$ cat src/rtl/fp_decode_align.sv
// Two-stage front end of the FP adder: unpack, classify, magnitude-order and align operands.
// Stage 1 registers the decoded/ordered pair, stage 2 registers the aligned significands.
module fp_decode_align #(
  parameter int unsigned E_WIDTH = 8,
  parameter int unsigned M_WIDTH = 23
) (
  input  logic                       i_clk,
  input  logic                       i_rst,
  input  logic                       i_in_valid,
  output logic                       o_in_ready,
  input  logic [E_WIDTH+M_WIDTH:0]   i_a,
  input  logic [E_WIDTH+M_WIDTH:0]   i_b,
  input  logic                       i_op_sub,
  output logic                       o_out_valid,
  input  logic                       i_out_ready,
  output logic                       o_sign_l,
  output logic                       o_sign_s,
  output logic [E_WIDTH-1:0]         o_exp_l,
  output logic [E_WIDTH-1:0]         o_exp_diff,
  output logic [M_WIDTH+3:0]         o_mnt_l,
  output logic [M_WIDTH+3:0]         o_mnt_s_al,
  output logic                       o_swapped,
  output logic                       o_eff_sub,
  output logic [1:0]                 o_special
);

  localparam int unsigned W = M_WIDTH + 4;
  localparam int unsigned N = E_WIDTH + M_WIDTH + 1;

  localparam logic [1:0] SP_NORMAL = 2'b00;
  localparam logic [1:0] SP_ZERO   = 2'b01;
  localparam logic [1:0] SP_INF    = 2'b10;
  localparam logic [1:0] SP_NAN    = 2'b11;

  // ---------------- Stage 1 combinational decode ----------------
  logic               w_sign_a, w_sign_b;
  logic [E_WIDTH-1:0] w_exp_a, w_exp_b, w_eexp_a, w_eexp_b;
  logic [M_WIDTH-1:0] w_mnt_a, w_mnt_b;
  logic               w_hid_a, w_hid_b;
  logic [W-1:0]       w_sig_a, w_sig_b;
  logic               w_b_gt;
  logic               w_nan_a, w_nan_b, w_inf_a, w_inf_b, w_zero_a, w_zero_b;
  logic [1:0]         w_special;

  assign w_sign_a = i_a[N-1];
  assign w_sign_b = i_b[N-1] ^ i_op_sub;
  assign w_exp_a  = i_a[N-2 -: E_WIDTH];
  assign w_exp_b  = i_b[N-2 -: E_WIDTH];
  assign w_mnt_a  = i_a[M_WIDTH-1:0];
  assign w_mnt_b  = i_b[M_WIDTH-1:0];

  // Zero/denormal operands behave as exponent 1 with no hidden bit.
  assign w_hid_a  = |w_exp_a;
  assign w_hid_b  = |w_exp_b;
  assign w_eexp_a = w_hid_a ? w_exp_a : E_WIDTH'(1);
  assign w_eexp_b = w_hid_b ? w_exp_b : E_WIDTH'(1);
  assign w_sig_a  = {w_hid_a, w_mnt_a, 3'b000};
  assign w_sig_b  = {w_hid_b, w_mnt_b, 3'b000};

  assign w_b_gt = {w_exp_b, w_mnt_b} > {w_exp_a, w_mnt_a};

  assign w_nan_a  = (&w_exp_a) && (|w_mnt_a);
  assign w_nan_b  = (&w_exp_b) && (|w_mnt_b);
  assign w_inf_a  = (&w_exp_a) && !(|w_mnt_a);
  assign w_inf_b  = (&w_exp_b) && !(|w_mnt_b);
  assign w_zero_a = !w_hid_a && !(|w_mnt_a);
  assign w_zero_b = !w_hid_b && !(|w_mnt_b);

  always_comb begin
    w_special = SP_NORMAL;
    if (w_nan_a || w_nan_b || (w_inf_a && w_inf_b && (w_sign_a ^ w_sign_b))) begin
      w_special = SP_NAN;
    end else if (w_inf_a || w_inf_b) begin
      w_special = SP_INF;
    end else if (w_zero_a && w_zero_b) begin
      w_special = SP_ZERO;
    end
  end

  // ---------------- Handshake ----------------
  logic r1_valid, r2_valid;
  logic w_s1_adv, w_s2_adv;

  assign w_s2_adv   = !r2_valid || i_out_ready;
  assign w_s1_adv   = !r1_valid || w_s2_adv;
  assign o_in_ready = w_s1_adv;

  // ---------------- Stage 1 registers ----------------
  logic               r1_sign_l, r1_sign_s, r1_swapped;
  logic [E_WIDTH-1:0] r1_exp_l, r1_exp_diff;
  logic [W-1:0]       r1_mnt_l, r1_mnt_s;
  logic [1:0]         r1_special;

  always_ff @(posedge i_clk) begin
    if (i_rst) begin
      r1_valid    <= 1'b0;
      r1_sign_l   <= 1'b0;
      r1_sign_s   <= 1'b0;
      r1_swapped  <= 1'b0;
      r1_exp_l    <= '0;
      r1_exp_diff <= '0;
      r1_mnt_l    <= '0;
      r1_mnt_s    <= '0;
      r1_special  <= SP_NORMAL;
    end else if (w_s1_adv) begin
      r1_valid <= i_in_valid;
      if (i_in_valid) begin
        r1_swapped  <= w_b_gt;
        r1_special  <= w_special;
        r1_sign_l   <= w_b_gt ? w_sign_b : w_sign_a;
        r1_sign_s   <= w_b_gt ? w_sign_a : w_sign_b;
        r1_exp_l    <= w_b_gt ? w_eexp_b : w_eexp_a;
        r1_exp_diff <= w_b_gt ? (w_eexp_b - w_eexp_a) : (w_eexp_a - w_eexp_b);
        r1_mnt_l    <= w_b_gt ? w_sig_b : w_sig_a;
        r1_mnt_s    <= w_b_gt ? w_sig_a : w_sig_b;
      end
    end
  end

  // ---------------- Stage 2 alignment shifter ----------------
  logic         w_big_shift, w_sticky;
  logic [W-1:0] w_mask, w_shifted, w_aligned;

  assign w_big_shift = 32'(r1_exp_diff) >= (W - 1);
  assign w_mask      = ~({W{1'b1}} << r1_exp_diff);
  assign w_shifted   = r1_mnt_s >> r1_exp_diff;
  assign w_sticky    = |(r1_mnt_s & w_mask);

  // Shifts of W-1 or more leave only the sticky bit.
  always_comb begin
    if (w_big_shift) begin
      w_aligned = {{(W-1){1'b0}}, |r1_mnt_s};
    end else begin
      w_aligned = w_shifted | {{(W-1){1'b0}}, w_sticky};
    end
  end

  // ---------------- Stage 2 registers (drive outputs) ----------------
  always_ff @(posedge i_clk) begin
    if (i_rst) begin
      r2_valid   <= 1'b0;
      o_sign_l   <= 1'b0;
      o_sign_s   <= 1'b0;
      o_exp_l    <= '0;
      o_exp_diff <= '0;
      o_mnt_l    <= '0;
      o_mnt_s_al <= '0;
      o_swapped  <= 1'b0;
      o_eff_sub  <= 1'b0;
      o_special  <= SP_NORMAL;
    end else if (w_s2_adv) begin
      r2_valid <= r1_valid;
      if (r1_valid) begin
        o_sign_l   <= r1_sign_l;
        o_sign_s   <= r1_sign_s;
        o_exp_l    <= r1_exp_l;
        o_exp_diff <= r1_exp_diff;
        o_mnt_l    <= r1_mnt_l;
        o_mnt_s_al <= w_aligned;
        o_swapped  <= r1_swapped;
        o_eff_sub  <= r1_sign_l ^ r1_sign_s;
        o_special  <= r1_special;
      end
    end
  end

  assign o_out_valid = r2_valid;

endmodule

$ cat config.mk
export PLATFORM = sky130hd
export DESIGN_NAME = fp_decode_align
export DESIGN_NICKNAME = d
export VERILOG_FILES = /design/src/rtl/fp_decode_align.sv
export SDC_FILE = /design/constraint.sdc
export NUM_CORES = 1
export LEC_CHECK = 0
export BUFFER_PORTS_ARGS = -buffer_cell sky130_fd_sc_hd__buf_2
export CORE_UTILIZATION = 52
export DETAILED_ROUTE_END_ITERATION = 6
export PLACE_DENSITY = 0.78
export SLEW_MARGIN = 30
export SYNTH_ARGS = -nofsm -noshare
export SYNTH_HDL_FRONTEND = slang
export SYNTH_SLANG_ARGS = --single-unit
$ cat constraint.sdc
create_clock -name i_clk -period 2.4 [get_ports i_clk]
set_input_delay 0.12 -clock i_clk [delete_from_list [all_inputs] [get_ports i_clk]]
set_output_delay 0.12 -clock i_clk [all_outputs]
set_load 0.05 [all_outputs]
==> impl_metrics.tcl <==
set metrics [dict create \
    yosysSeqAreaShare_pct 32.85 \
    met1_usage_pct 37.63 \
    ant_nets 0 \
    grt_max_degree 81 \
    grt_overflow 0 \
    post-synth-top-area-cell "dfxtp_1" \
    finalSetupTns_ns 0 \
    core_area_mm2 0.01652 \
    wl_per_cell_um 15.98 \
    vias 9086 \
    drt-total-wl_mm 25.43 \
    top_level_ports 147 \
    place_ws_ns -0.3801 \
    synth-xor-area-share_pct 0.6986 \
    vdd_ir_drop_max_mv 0.5506 \
    syn_area_mm2 0.008776 \
    fin_ws_ns 0.08621 \
    synth-async-reset-ratio_pct 0 \
    track_usage_pct 28.91 \
    critical_path_class "in -> reg" \
    cts_tree "yes" \
    drt_iter0_drc 637 \
    use_met3_pct 5.152 \
    antenna_found_initial 0 \
    first_pass_iters 6 \
    grt_pass1_vias 8442 \
    syn_inst 1133 \
    ys_warn_count 0 \
    final_area_mm2 0.01132 \
    insertion_delay_ns 0.43 \
    numCtsBuffers 17 \
    relSlewSlack_pct 63.11 \
    busiest_layer "met2" \
    area_growth_pct 29.04 \
    io_buffers 143 \
    cts_sinks 144 \
    fp.dieW_um 131.9 \
    powerDensity_mw_per_mm2 663.8 \
    path_max_fanout 2 \
    gp_congestion 0.9745 \
    critPathArrivalTime_ns 2.69 \
    power_frac_seq_pct 35.5 \
    cts-htree-levels 4 \
    diodes 0 \
    worstPathRequired_ns 2.77 \
    min_period_over_period_pct 96.41 \
    combinationalPowerShare_pct 27.7 \
    startpoint_type "primary input" \
    synth_area_per_cell_um2 7.746 \
    synth-seq-cells 144 \
    synth_flop_cell "dfxtp_1" \
    finalHoldViolCount 0 \
    multiInputGateArea_mm2 0.005381 \
    gr-usage-met2_pct 47.97 \
    synth.distinct_cells 68 \
    dp_hpwl_mm 18.91 \
    p_sw_mw 2.445 \
    fillers 1355 \
    worst_slew_pin_slew_ns 0.5533 \
    skew_ns 0.005496 \
    synth-simple-area-share_pct 20.79 \
    grt_pass1_wl_mm 40.88 \
    hold_class "in -> reg" \
    start_util_pct 53.11 \
    drv_cap 0 \
    leakagePower_nw 5.064 \
    setup_viol 0 \
    synthTopCellsByArea "dfxtp_1, mux2i_1, nor2_1" \
    die_y_um 131.9 \
    crit_path_end_kind "flop" \
    synth-compound-area-share_pct 21.61 \
    place_area_mm2 0.01064 \
    regArea_mm2 0.002884 \
    drive_gt1_share_pct 27.57 \
    via_per_inst 5.711 \
    clk_pin_slew_worst_paths_ns 0.07 \
    drc_errors 0 \
    cts_max_path_buffers 2 \
    synth_top_area_share_pct 32.85 \
    synth_edf_count 0 \
    dieArea_mm2 0.01740 \
    final_common_cell "nor2_1" \
    max_freq_mhz 432.2 \
    synth_mux_area_share_pct 10.04 \
    mostFrequentLayoutCells "nor2_1, nand2_1, buf_4" \
    clockRootBuffer "clkbuf_16" \
    row_count 47 \
    outcome "finished, final reports clean" \
    slew_violations 0 \
    post-route-min-period_ns 2.314 \
    synth_top_family_by_area "compound AO/OA/AOI/OAI gates" \
    p_int_mw 5.072 \
    swShare_pct 32.52 \
    synthAdderAreaFrac_pct 6.986 \
    layout.nets 1474 \
    clkPwrFrac_pct 36.8 \
]
## Yosys cell counts, types with 3 or more instances
master,n
a21oi_1,113
and3_1,3
mux2_2,12
nor2_1,153
inv_1,51
buf_2,7
o211ai_1,10
a221o_1,3
and2_1,4
a21o_1,5
buf_4,8
a211oi_1,62
a31oi_1,4
ha_1,45
nand3_1,15
nor4_1,14
clkbuf_1,72
or3_1,4
xnor2_1,6
nor3b_1,5
o22ai_1,3
o21ai_0,40
nand2_1,151
nor3_1,16
dfxtp_1,144
buf_1,8
a22oi_1,18
mux2i_1,61
nor2b_1,10
nand2b_1,7
nand4_1,17
or2_2,5
mux4_2,6
a222oi_1,7
## worst paths after layout
kind	start	to	slack, ns	cells after the start
hold reg to reg	o_mnt_l[15]	o_mnt_l[15]	0.45	2
hold / removal	i_rst	r1_exp_l[0]	0.03	2
setup reg to reg	r1_exp_diff[7]	o_mnt_s_al[0]	0.10	7
setup / recovery	i_b[23]	r1_exp_diff[6]	0.09	14
## stage by stage
stage	utilization, %	hold slack (ns)	power [mW]	cells
after floorplan	-	0.2374	4.015	1135
after global placement	64.36	0.3634	4.685	1555
after detailed placement	64.36	0.3699	4.717	1555
after CTS	68.20	0.01634	7.476	1588
after global routing	68.53	0.03961	7.832	1591
final	68.53	0.03174	7.517	1591
## final cells by class
| cell class | instances | share of cell area [%] |
|---|---|---|
| well taps | 220 | 2.431 |
| inverters | 51 | 1.690 |
| repair buffers | 300 | 17.43 |
| multi-input cells | 844 | 47.52 |
| clock buffers | 18 | 3.878 |
| clock inverters | 14 | 1.580 |
| flip-flops and latches | 144 | 25.47 |
## logic make-up after synthesis
group | count (synthesis)
AND/OR/NAND/NOR | 414
AO/OA/AOI/OAI | 292
buffers and inverters | 148
flip-flops | 144
multiplexers | 79
adder cells (fa/ha/maj) | 48
XOR/XNOR | 7
other | 1
## flip-flops by register name, summed over array words and instances, names as in the netlist, 2 cells and up
| name | flops |
|---|---|
| o_special | 2 |
| r1_special | 2 |
| r1_mnt_l | 24 |
| r1_mnt_s | 24 |
| r1_exp_l | 8 |
| r1_exp_diff | 8 |
| o_exp_diff | 8 |
| o_exp_l | 8 |
| o_mnt_s_al | 27 |
| o_mnt_l | 24 |
## critical path, stage by stage
cell       delay [ns]
buf_2            0.10
or4_4            0.54
nor2_4           0.13
or2_4            0.13
inv_1            0.05
ha_2             0.19
fa_2             0.35
nor2b_1          0.13
o21ai_1          0.07
nand2b_1         0.11
a21o_1           0.14
o211ai_1         0.12
a2111oi_2        0.34
a311o_1          0.16
## routing by layer
metal	vias up	share of wire, %
met5	-	0
met4	0	2.4
met3	56	5.9
met2	327	47
met1	4244	45
li1	4459	-
## power by group through the flow
stage / registers, mW / clock network, mW / logic [mW]
after floorplan: 2.83 / 0 / 1.19
after global placement: 2.71 / 0 / 1.97
after detailed placement: 2.71 / 0 / 2.00
after CTS: 2.66 / 2.79 / 2.02
after global routing: 2.68 / 2.89 / 2.26
final: 2.67 / 2.77 / 2.08
## timing repair
item | in CTS | in global routing
endpoints found under the hold margin | 1 | 0
setup endpoints to repair | 1 | 25
cloned | 0 | 1
buffers inserted | 0 | 3
pin swaps | 0 | 6
gates resized for setup | 1 | 8
hold buffers | 1 | 0
(Power assumes the default switching activity.)
